### config.mk
export PLATFORM = sky130hd
export DESIGN_NAME = llc_lookup_ctrl
export DESIGN_NICKNAME = d
export VERILOG_FILES = /design/src/rtl/llc_lookup_ctrl_pkg.sv /design/src/rtl/llc_lookup_ctrl_lookup_way.sv /design/src/rtl/llc_lookup_ctrl.sv
export SDC_FILE = /design/constraint.sdc
export NUM_CORES = 1
export LEC_CHECK = 0
export ABC_AREA = 1
export ABC_CLOCK_PERIOD_IN_PS = 7260
export BUFFER_PORTS_ARGS = -buffer_cell sky130_fd_sc_hd__clkbuf_2
export CORE_MARGIN = 3
export CORE_UTILIZATION = 50
export DETAILED_ROUTE_END_ITERATION = 8
export PLACE_DENSITY_LB_ADDON = 0.12
export SETUP_SLACK_MARGIN = 0.05
export SLEW_MARGIN = 25
export SYNTH_ARGS = -nofsm -noshare
export SYNTH_HDL_FRONTEND = slang
export SYNTH_SLANG_ARGS = --single-unit
### constraint.sdc
create_clock -name clk -period 7.26 [get_ports clk]
set_input_delay 1.452 -clock clk [delete_from_list [all_inputs] [get_ports clk]]
set_output_delay 1.452 -clock clk [all_outputs]
set_load 0.05 [all_outputs]
### src/rtl/llc_lookup_ctrl_pkg.sv
// llc_lookup_ctrl_pkg
//   Shared cache constants and types for the LLC lookup controller and its
//   way selector: geometry (ways, sets), tag/state/way/set types, the line
//   state encodings, the controller FSM state type and a wrap-around way
//   increment helper.
package llc_lookup_ctrl_pkg;

  // Cache geometry
  localparam int LLC_WAYS     = 8;
  localparam int LLC_WAY_BITS = $clog2(LLC_WAYS);
  localparam int LLC_SETS     = 16;
  localparam int LLC_SET_BITS = $clog2(LLC_SETS);
  localparam int LLC_TAG_BITS = 16;

  typedef logic [LLC_TAG_BITS-1:0] llc_tag_t;
  typedef logic [1:0]              llc_state_t;
  typedef logic [LLC_WAY_BITS-1:0] llc_way_t;
  typedef logic [LLC_SET_BITS-1:0] llc_set_t;

  // Line state encodings
  localparam llc_state_t INVALID = 2'd0;
  localparam llc_state_t VALID   = 2'd1;
  localparam llc_state_t SD      = 2'd2;

  // Controller FSM states
  typedef logic [2:0] llc_lookup_state_t;
  localparam llc_lookup_state_t ST_IDLE   = 3'd0;
  localparam llc_lookup_state_t ST_READ   = 3'd1;
  localparam llc_lookup_state_t ST_WAIT   = 3'd2;
  localparam llc_lookup_state_t ST_LOOKUP = 3'd3;
  localparam llc_lookup_state_t ST_RESP   = 3'd4;

  // Way index w+k, wrapping modulo LLC_WAYS.
  function automatic llc_way_t way_add(input llc_way_t w, input int k);
    return llc_way_t'((int'(w) + k) % LLC_WAYS);
  endfunction

endpackage

### src/rtl/llc_lookup_ctrl_lookup_way.sv
// lookup_way
//   Way selector for one LLC set. On lookup_en it registers the chosen way and
//   whether that way must be evicted. Priority: tag hit on a live way, lowest
//   INVALID way, first VALID way from evict_ptr, first non-SD way from
//   evict_ptr, else evict_ptr itself.
//   Ports: clk, rst (async, active-low), lookup_en, tags/states (the set's
//   contents), tag (lookup tag), evict_ptr (round-robin start), way, evict.
module lookup_way
  import llc_lookup_ctrl_pkg::*;
(
  input  logic       clk,
  input  logic       rst,
  input  logic       lookup_en,
  input  llc_tag_t   tags   [LLC_WAYS],
  input  llc_state_t states [LLC_WAYS],
  input  llc_tag_t   tag,
  input  llc_way_t   evict_ptr,
  output llc_way_t   way,
  output logic       evict
);

  logic     hit_found, inv_found, val_found, nsd_found;
  llc_way_t hit_way, inv_way, val_way, nsd_way, idx;
  llc_way_t sel_way;
  logic     sel_evict;

  always_comb begin
    // NOTE: every combinational output is given a default before any
    // conditional code, so no path leaves it unassigned and no latch is inferred.
    hit_found = 1'b0;
    hit_way   = '0;
    inv_found = 1'b0;
    inv_way   = '0;
    val_found = 1'b0;
    val_way   = evict_ptr;
    nsd_found = 1'b0;
    nsd_way   = evict_ptr;
    idx       = evict_ptr;
    sel_way   = evict_ptr;
    sel_evict = 1'b1;

    // Scans run from the far end down so the last match written is the
    // lowest index (or the nearest way after evict_ptr).
    for (int i = LLC_WAYS - 1; i >= 0; i--) begin
      if (states[i] != INVALID && tags[i] == tag) begin
        hit_found = 1'b1;
        hit_way   = llc_way_t'(i);
      end
      if (states[i] == INVALID) begin
        inv_found = 1'b1;
        inv_way   = llc_way_t'(i);
      end
    end

    for (int k = LLC_WAYS - 1; k >= 0; k--) begin
      idx = way_add(evict_ptr, k);
      if (states[idx] == VALID) begin
        val_found = 1'b1;
        val_way   = idx;
      end
      if (states[idx] != SD) begin
        nsd_found = 1'b1;
        nsd_way   = idx;
      end
    end

    if (hit_found) begin
      sel_way   = hit_way;
      sel_evict = 1'b0;
    end else if (inv_found) begin
      sel_way   = inv_way;
      sel_evict = 1'b0;
    end else if (val_found) begin
      sel_way = val_way;
    end else if (nsd_found) begin
      sel_way = nsd_way;
    end
  end

  // NOTE: clocked state uses non-blocking assignments so every register
  // samples pre-edge values regardless of block ordering.
  always_ff @(posedge clk or negedge rst) begin
    if (!rst) begin
      way   <= '0;
      evict <= 1'b0;
    end else if (lookup_en) begin
      way   <= sel_way;
      evict <= sel_evict;
    end
  end

endmodule

### src/rtl/llc_lookup_ctrl.sv
// llc_lookup_ctrl
//   One-at-a-time LLC lookup sequencer: accepts (set, tag), reads the set from
//   the tag/state SRAM, runs lookup_way, and returns way / evict / victim tag
//   and state. Owns the per-set round-robin eviction pointers, advanced on
//   every evicting response handshake.
//   Ports: clk, rst (async, active-low); req_valid/req_ready/req_set/req_tag
//   (request); rd_en/rd_set/rd_tags/rd_states (SRAM, data RD_LAT cycles after
//   rd_en); rsp_valid/rsp_ready/rsp_way/rsp_evict/rsp_evict_tag/
//   rsp_evict_state (response).
module llc_lookup_ctrl
  import llc_lookup_ctrl_pkg::*;
#(
  parameter int RD_LAT = 1  // SRAM read latency, 1..3
) (
  input  logic       clk,
  input  logic       rst,
  input  logic       req_valid,
  output logic       req_ready,
  input  llc_set_t   req_set,
  input  llc_tag_t   req_tag,
  output logic       rd_en,
  output llc_set_t   rd_set,
  input  llc_tag_t   rd_tags   [LLC_WAYS],
  input  llc_state_t rd_states [LLC_WAYS],
  output logic       rsp_valid,
  input  logic       rsp_ready,
  output llc_way_t   rsp_way,
  output logic       rsp_evict,
  output llc_tag_t   rsp_evict_tag,
  output llc_state_t rsp_evict_state
);

  llc_lookup_state_t state_q, state_d;
  llc_set_t          set_q;
  llc_tag_t          tag_q;
  logic [1:0]        lat_cnt;
  llc_tag_t          tags_buf   [LLC_WAYS];
  llc_state_t        states_buf [LLC_WAYS];
  llc_way_t          evict_ptr  [LLC_SETS];
  logic              lookup_en;
  llc_way_t          lw_way;
  logic              lw_evict;
  logic              capture;
  logic              rsp_fire;

  assign capture  = (state_q == ST_WAIT) && (lat_cnt == 2'd0);
  assign rsp_fire = (state_q == ST_RESP) && rsp_ready;

  always_comb begin
    state_d = state_q;
    case (state_q)
      ST_IDLE:   if (req_valid) state_d = ST_READ;
      ST_READ:   state_d = ST_WAIT;
      ST_WAIT:   if (capture) state_d = ST_LOOKUP;
      ST_LOOKUP: state_d = ST_RESP;
      ST_RESP:   if (rsp_ready) state_d = ST_IDLE;
      default:   state_d = ST_IDLE;
    endcase
  end

  always_ff @(posedge clk or negedge rst) begin
    if (!rst) begin
      state_q <= ST_IDLE;
      set_q   <= '0;
      tag_q   <= '0;
      lat_cnt <= '0;
    end else begin
      state_q <= state_d;
      if (state_q == ST_IDLE && req_valid) begin
        set_q <= req_set;
        tag_q <= req_tag;
      end
      if (state_q == ST_READ) begin
        lat_cnt <= 2'(RD_LAT - 1);
      end else if (state_q == ST_WAIT && lat_cnt != 2'd0) begin
        lat_cnt <= lat_cnt - 2'd1;
      end
    end
  end

  // NOTE: these buffers and the pointer array are small flop arrays, and
  // their reset values are architecturally visible (victim tag/state outputs,
  // round-robin start), so they are reset explicitly; a true SRAM would not be.
  always_ff @(posedge clk or negedge rst) begin
    if (!rst) begin
      for (int w = 0; w < LLC_WAYS; w++) begin
        tags_buf[w]   <= '0;
        states_buf[w] <= INVALID;
      end
    end else if (capture) begin
      for (int w = 0; w < LLC_WAYS; w++) begin
        tags_buf[w]   <= rd_tags[w];
        states_buf[w] <= rd_states[w];
      end
    end
  end

  always_ff @(posedge clk or negedge rst) begin
    if (!rst) begin
      for (int s = 0; s < LLC_SETS; s++) begin
        evict_ptr[s] <= '0;
      end
    end else if (rsp_fire && lw_evict) begin
      evict_ptr[set_q] <= way_add(lw_way, 1);
    end
  end

  assign lookup_en = (state_q == ST_LOOKUP);

  lookup_way u_lookup_way (
    .clk       (clk),
    .rst       (rst),
    .lookup_en (lookup_en),
    .tags      (tags_buf),
    .states    (states_buf),
    .tag       (tag_q),
    .evict_ptr (evict_ptr[set_q]),
    .way       (lw_way),
    .evict     (lw_evict)
  );

  assign req_ready       = (state_q == ST_IDLE);
  assign rd_en           = (state_q == ST_READ);
  assign rd_set          = set_q;
  assign rsp_valid       = (state_q == ST_RESP);
  assign rsp_way         = lw_way;
  assign rsp_evict       = lw_evict;
  assign rsp_evict_tag   = tags_buf[lw_way];
  assign rsp_evict_state = states_buf[lw_way];

endmodule

==> run metrics, run 1 <==
buffer levels on the longest clock path 3; half-perimeter wire length after detailed placement 33130 um; largest voltage drop on the vdd net 373.1 uV; via count of the first global-routing pass 12360; final-layout fill cell count 2413; flip-flop and latch count after synthesis 221; Detailed Route Iter0 Violations 1187; worst min path class reg -> reg; combined global-route utilization of all metal layers 31.16%; achievable clock frequency 217.0 MHz; count of unresolved DRC violations after routing 0; outcome complete, no violations; Most used DFF post-synth sky130_fd_sc_hd__dfrtp_1; x dimension of the die 167.5 um; number of nets with antenna violations after detailed routing 0; synthesized cell area 13050 sq um; sequential cell area fraction in the yosys report 42.39%; routed len/inst 20.62 um; net count of the mapped netlist 1867; die span in y 167.5 um; Tcrit/Tclk final 63.48%; H-tree level count 1; Total Routed Length 45050 um; hold buffers post-CTS 0; number of I/O port buffers 196; worst setup skew after layout 0.03274 ns; post-CTS clock slew at the launch and capture registers of the worst setup and hold paths 0.07 ns; core region area 25400 sq um; leftover overflow at the end of global routing 0; Worst Setup Start Kind register; Inserted Diodes 0; initial cell density of the core 51.37%; initial antenna violation count 0; mean number of vias per cell 5.849; wire length of the first global-routing pass 69810 um; number of enable-type register cells in the synthesized netlist 0; arrival time worst endpoint 3.16 ns; CTS root buf sky130_fd_sc_hd__clkbuf_16; Slew Limit Fails 0; share of synthesized flip-flops with an asynchronous set or reset 100.0%; number of setup violations in the final report 0; setup TNS 0 ns; worst path required time 5.81 ns; category of the most critical setup path reg -> out; R2R Setup Slk 2.87 ns; Max-slew headroom 32.46%; number of buffers added by the clock tree synthesis step 25; number of rows created at floorplan 58; clock latency reported for the late side of the worst-skew pair 0.56 ns; min setup slack post-route 2.651 ns; net total in the final layout 2010; worst slack after detailed placement 2.967 ns; final weighted congestion in routability-driven placement 0.9634; number of cells produced by synthesis 1695; endpoint type of the worst setup path output pin; power density over cell area 523.4 nW/um^2; post-CTS setup buffer count 0; layout cells sized above 1 20.05%; distinct cell type count of the synthesized netlist 53; routed via count 12780; Area growth, synth to finish 14.57%; largest net degree at the start of global routing 103; clock period minus worst slack 4.609 ns; number of sinks driven by the clock tree 221; maximum capacitance violations 0; worst-path fanout max 95; Hold Vio Cnt, Final 0; Avg Synthesized Cell Area 7.698 sq um; Resized cells post-CTS 0; transition at the pin with the smallest max-transition slack 1.012 ns; die footprint 28070 sq um; leak pwr 7.280 nW; worst slack on hold paths 0.4867 ns; top-level I/O count 197; number of warnings issued by yosys 0; setup repair after global routing missed its margin false; first-pass detailed-route iteration total 8; CTS tree built
-- cells by family after synthesis --
| logic type | share of synthesized area (%) |
|---|---|
| XOR/XNOR | 2.397 |
| adder cells (fa/ha/maj) | 0.3836 |
| flip-flops | 42.39 |
| AND/OR/NAND/NOR | 22.81 |
| buffers and inverters | 7.326 |
| AO/OA/AOI/OAI | 18.82 |
| multiplexers | 5.869 |
-- final cells by class --
class	count	area (sq um)	area share [%]
clock buffer	36	696.9	4.662
sequential	221	5532	37.01
multi-input combinational	1240	6574	43.98
timing repair buffer	206	1066	7.131
tap	330	412.9	2.762
inverter	144	545.5	3.649
clock inverter	8	121.4	0.8119
-- synthesized netlist by cell type (4+ instances only) --
cell	number	area, sq um
sky130_fd_sc_hd__nand2_1	368	1381
sky130_fd_sc_hd__dfrtp_1	221	5530
sky130_fd_sc_hd__a21oi_1	167	835.8
sky130_fd_sc_hd__nor2_1	164	615.6
sky130_fd_sc_hd__o21ai_0	141	705.7
sky130_fd_sc_hd__inv_1	128	480.5
sky130_fd_sc_hd__nand3_1	83	415.4
sky130_fd_sc_hd__mux2_2	68	765.7
sky130_fd_sc_hd__clkbuf_1	63	236.5
sky130_fd_sc_hd__o22ai_1	56	350.3
sky130_fd_sc_hd__xor2_1	28	245.2
sky130_fd_sc_hd__a221oi_1	20	175.2
sky130_fd_sc_hd__a31oi_1	20	125.1
sky130_fd_sc_hd__nand2_2	17	106.4
sky130_fd_sc_hd__nor4_1	15	93.84
sky130_fd_sc_hd__buf_1	13	48.80
sky130_fd_sc_hd__inv_2	12	45.04
sky130_fd_sc_hd__nand4_1	12	75.07
sky130_fd_sc_hd__o21ai_1	10	50.05
sky130_fd_sc_hd__nor3_1	9	45.04
sky130_fd_sc_hd__buf_6	8	90.09
sky130_fd_sc_hd__a211oi_1	7	52.55
sky130_fd_sc_hd__or2_2	6	37.54
sky130_fd_sc_hd__buf_2	4	20.02
sky130_fd_sc_hd__ha_1	4	50.05
sky130_fd_sc_hd__nand2_4	4	45.04
sky130_fd_sc_hd__nor2_4	4	45.04
sky130_fd_sc_hd__xnor2_1	4	35.03
-- metal layers --
metal	track usage [%]	vias up	share of wire (%)
met4	12.98	0	4.6
met3	4.037	115	6.9
met1	41.91	6028	41
met5	0	-	0
met2	51.13	621	47
li1	-	6016	-
-- worst max-delay path, stage by stage (launching register included) --
cell,delay (ns)
sky130_fd_sc_hd__dfrtp_2,0.37
sky130_fd_sc_hd__buf_4,0.73
sky130_fd_sc_hd__o21ai_0,0.37
sky130_fd_sc_hd__a221oi_1,0.62
sky130_fd_sc_hd__a31oi_1,0.17
sky130_fd_sc_hd__clkbuf_2,0.33
-- stage by stage --
stage	instances	total power [W]	cell area (sq um)	util (%)
final	2185	0.007823	14950	58.85
after global routing	2185	0.008298	14950	58.85
after CTS	2185	0.007762	14950	58.85
after detailed placement	2141	0.006456	14130	55.63
after global placement	2141	0.006417	14130	55.63
after floorplan	1695	0.005199	13050	-
-- placed cells by master (no fill, tap or decap), types with 8 or more instances in the layout --
cell type                   count
sky130_fd_sc_hd__clkbuf_16     25
sky130_fd_sc_hd__clkbuf_2     195
sky130_fd_sc_hd__o21ai_1       10
sky130_fd_sc_hd__nor3_1         9
sky130_fd_sc_hd__a21oi_1      167
sky130_fd_sc_hd__o21ai_0      141
sky130_fd_sc_hd__nand3_1       82
sky130_fd_sc_hd__dfrtp_1      220
sky130_fd_sc_hd__xor2_1        28
sky130_fd_sc_hd__nand2_1      368
sky130_fd_sc_hd__mux2_2        68
sky130_fd_sc_hd__a31oi_1       20
sky130_fd_sc_hd__nand4_1       12
sky130_fd_sc_hd__o22ai_1       56
sky130_fd_sc_hd__nor4_1        15
sky130_fd_sc_hd__inv_2         13
sky130_fd_sc_hd__a221oi_1      20
sky130_fd_sc_hd__inv_1        127
sky130_fd_sc_hd__nand2_2       17
sky130_fd_sc_hd__buf_4         10
sky130_fd_sc_hd__nor2_1       164
sky130_fd_sc_hd__clkbuf_1       8
-- path summary, 6_finish.rpt --
check,end,cells after the start,from
setup / recovery,rsp_evict_tag[10],5,u_lookup_way.way[0]$_DFFE_PN0P_
max in group asynchronous,u_lookup_way.way[0]$_DFFE_PN0P_,2,rst
hold / removal,evict_ptr[24]$_DFFE_PN0P_,2,evict_ptr[24]$_DFFE_PN0P_
min in group asynchronous,evict_ptr[8]$_DFFE_PN0P_,1,rst
setup reg to reg,u_lookup_way.way[1]$_DFFE_PN0P_,28,rd_set[0]$_DFFE_PN0P_
hold reg to reg,evict_ptr[24]$_DFFE_PN0P_,2,evict_ptr[24]$_DFFE_PN0P_
-- state kept, by name, indices dropped and copies added (netlist names) --
name / count
evict_ptr: 48
lat_cnt: 2
rd_set: 4
state_q: 3
states_buf: 16
tag_q: 16
tags_buf: 128
u_lookup_way.evict: 1
u_lookup_way.way: 3
-- where the power goes --
| part | internal, W | leakage (nW) | total [W] | switching (W) |
|---|---|---|---|---|
| registers | 0.00174 | 2.63 | 0.00240 | 0.000662 |
| logic | 0.00131 | 4.26 | 0.00414 | 0.00283 |
| clock network | 0.000746 | 0.396 | 0.00129 | 0.000540 |
Power figures use the tool's default switching activity.
==> inputs of run 2 (changes only) <==
- ABC_CLOCK_PERIOD_IN_PS: 7260 -> 4500
- clock period: 7.26 -> 4.5 ns (I/O delays scaled with it)
==> run metrics, run 2 (synthesis results as in run 1) <==
outcome complete, no violations; most frequent cell on the critical path sky130_fd_sc_hd__nand2_1; wire length of the first global-routing pass 70110 um (+0.43%); Total Routed Length 44980 um (-0.14%); Max-slew headroom 29.83% (-2.6 points); final non-filler cell area 15170 sq um (+1.5%); worst path required time 4.95 ns (-0.86 ns); buffer levels on the longest clock path 3 (unchanged); Largest Register tags_buf; number of buffers added by the clock tree synthesis step 25 (unchanged); Hold Vio Cnt, Final 0 (unchanged); Worst Setup Start Kind register; R2R Setup Slk 0.51 ns (-2.36 ns); Inserted Diodes 0 (unchanged); slowest stage delay, CP 0.70 ns (-0.03 ns); mean number of vias per cell 5.883 (+0.58%); clock period minus worst slack 3.994 ns; Multi-input gate area 6574 sq um (unchanged); transition at the pin with the smallest max-transition slack 1.051 ns (+0.03939 ns); most common cell after layout, fill and taps aside sky130_fd_sc_hd__nand2_1; hold buffers post-CTS 0 (unchanged); achievable clock frequency 250.4 MHz; Tcrit/Tclk final 88.75%; die footprint 28070 sq um (unchanged); CTS tree built; number of sinks driven by the clock tree 221 (unchanged); first-pass detailed-route iteration total 6 (-2); number of setup violations in the final report 0 (unchanged); post-CTS setup buffer count 0 (unchanged); worst setup skew after layout 0.03435 ns (+0.001611 ns); via count of the first global-routing pass 12490 (+1.1%); combined global-route utilization of all metal layers 31.32% (+0.16 points); arrival time worst endpoint 4.45 ns (+1.29 ns); highest-delay cell along the critical path sky130_fd_sc_hd__dfrtp_1; category of the most critical setup path reg -> reg; leak pwr 7.395 nW (+1.6%); number of rows created at floorplan 58 (unchanged); Reg area 5532 sq um (unchanged); min setup slack post-route 0.5061 ns (-2.145 ns); commonest cells after routing, fill and taps aside sky130_fd_sc_hd__nand2_1, sky130_fd_sc_hd__dfrtp_1, sky130_fd_sc_hd__clkbuf_2, sky130_fd_sc_hd__a21oi_1, sky130_fd_sc_hd__nor2_1; maximum capacitance violations 0 (unchanged); count of unresolved DRC violations after routing 0 (unchanged); worst-path fanout max 27 (-72%); setup repair after global routing missed its margin false; worst min path class in -> async; clock network fraction of total power 17.1% (+0.7 points); endpoint type of the worst setup path register; half-perimeter wire length after detailed placement 33230 um (+0.33%); Detailed Route Iter0 Violations 1401 (+18%); largest voltage drop on the vdd net 600.5 uV (+61%); routed len/inst 20.50 um (-0.55%); internal power 0.006386 W (+68%); switching power total 0.006518 W (+62%); worst slack after detailed placement 0.5004 ns (-2.466 ns); initial cell density of the core 51.37% (unchanged); post-CTS clock slew at the launch and capture registers of the worst setup and hold paths 0.06 ns (about the same); die span in y 167.5 um (unchanged); setup TNS 0 ns (unchanged); cell count of the worst reg-to-reg path 26 (-7.1%); number of I/O port buffers 196 (unchanged); layout cells sized above 1 20.71% (+0.65 points); number of nets with antenna violations after detailed routing 0 (unchanged); relative contribution of combinational cells to total power 53.1% (+0.2 points); largest registers tags_buf x128, evict_ptr x48; routed via count 12910 (+0.99%); Worst Path Buf+Inv 3 (+1); clock latency reported for the late side of the worst-skew pair 0.56 ns (about the same); Area growth, synth to finish 16.24%; leftover overflow at the end of global routing 0 (unchanged); top-level I/O count 197 (unchanged); switching power as a share of total power 50.51% (-0.97 points); largest net degree at the start of global routing 96 (-6.8%); initial antenna violation count 1 (+1); Placement Cell Area 14270 sq um (+1.0%); beginning of the worst register-to-register path rd_set[0]$_DFFE_PN0P_; final-layout fill cell count 2421 (+0.33%); Flop pwr share 29.7% (-0.9 points); x dimension of the die 167.5 um (unchanged); core region area 25400 sq um (unchanged); max FFs per register 128 (unchanged); Slew Limit Fails 0 (unchanged); power density over cell area 850.8 nW/um^2 (+63%); Resized cells post-CTS 0 (unchanged); worst flop-to-flop path endpoint u_lookup_way.way[0]$_DFFE_PN0P_; crit-path leading delay family simple AND/OR/NAND/NOR gates; final weighted congestion in routability-driven placement 0.9737 (+1.1%); CTS root buf sky130_fd_sc_hd__clkbuf_16; H-tree level count 1 (unchanged); net total in the final layout 2019 (+0.45%)
-- run 2: cell types whose count changed in the layout (fill, tap and decap cells not counted), sizes merged --
cell / change
buf: +10
bufinv: +2
inv: -1
clkbuf: -3
clkinv: +1
-- run 2: worst max-delay path by stage --
| stage | startpoint | endpoint | depth (start not counted) |
|---|---|---|---|
| 5_1_grt | rd_set[0]$_DFFE_PN0P_ | u_lookup_way.way[1]$_DFFE_PN0P_ | 28 |
| 3_3_place_gp | rd_set[0]$_DFFE_PN0P_ | u_lookup_way.way[1]$_DFFE_PN0P_ | 28 |
| 2_1_floorplan | rd_set[0]$_DFFE_PN0P_ | u_lookup_way.way[2]$_DFFE_PN0P_ | 33 |
| 4_1_cts | rd_set[0]$_DFFE_PN0P_ | u_lookup_way.way[1]$_DFFE_PN0P_ | 28 |
| 3_5_place_dp | rd_set[0]$_DFFE_PN0P_ | u_lookup_way.way[1]$_DFFE_PN0P_ | 28 |
| 6_report | rd_set[0]$_DFFE_PN0P_ | u_lookup_way.way[0]$_DFFE_PN0P_ | 26 |
-- run 2: final cells by class --
cell class	instances	area share [%]
clock inverters	10	1.130
repair buffers	215	7.986
multi-input cells	1240	43.35
clock buffers	34	4.744
flip-flops and latches	221	36.47
inverters	144	3.597
well taps	330	2.723
-- run 2: layer usage --
metal / global-route usage [%] / up-vias / part of all wire, % / wire (um)
met1: 41.58 / 6138 / 40 / 18140
met5: 0 / - / 0.024 / 11
met2: 51.41 / 611 / 47 / 21140
met3: 4.910 / 136 / 7.7 / 3467
li1: - / 6020 / - / -
met4: 13.06 / 2 / 5.0 / 2234
-- run 2: power by group through the flow --
stage          sequential, W  clock (W)  combinational [W]
2_1_floorplan        0.00339          0            0.00500
3_3_place_gp         0.00380          0            0.00668
4_1_cts              0.00378    0.00223            0.00677
5_1_grt              0.00389    0.00231            0.00748
6_report             0.00384    0.00221            0.00686
3_5_place_dp         0.00382          0            0.00674
-- run 2: through the flow --
stage	hold slack [ns]	utilization (%)	instances	total power, W
3_5_place_dp	0.4739	56.20	2150	0.01056
5_1_grt	0.4308	59.71	2194	0.01368
3_3_place_gp	0.4684	56.20	2150	0.01049
2_1_floorplan	0.4534	-	1695	0.008387
4_1_cts	0.4192	59.71	2194	0.01279
6_report	0.3651	59.71	2194	0.01290
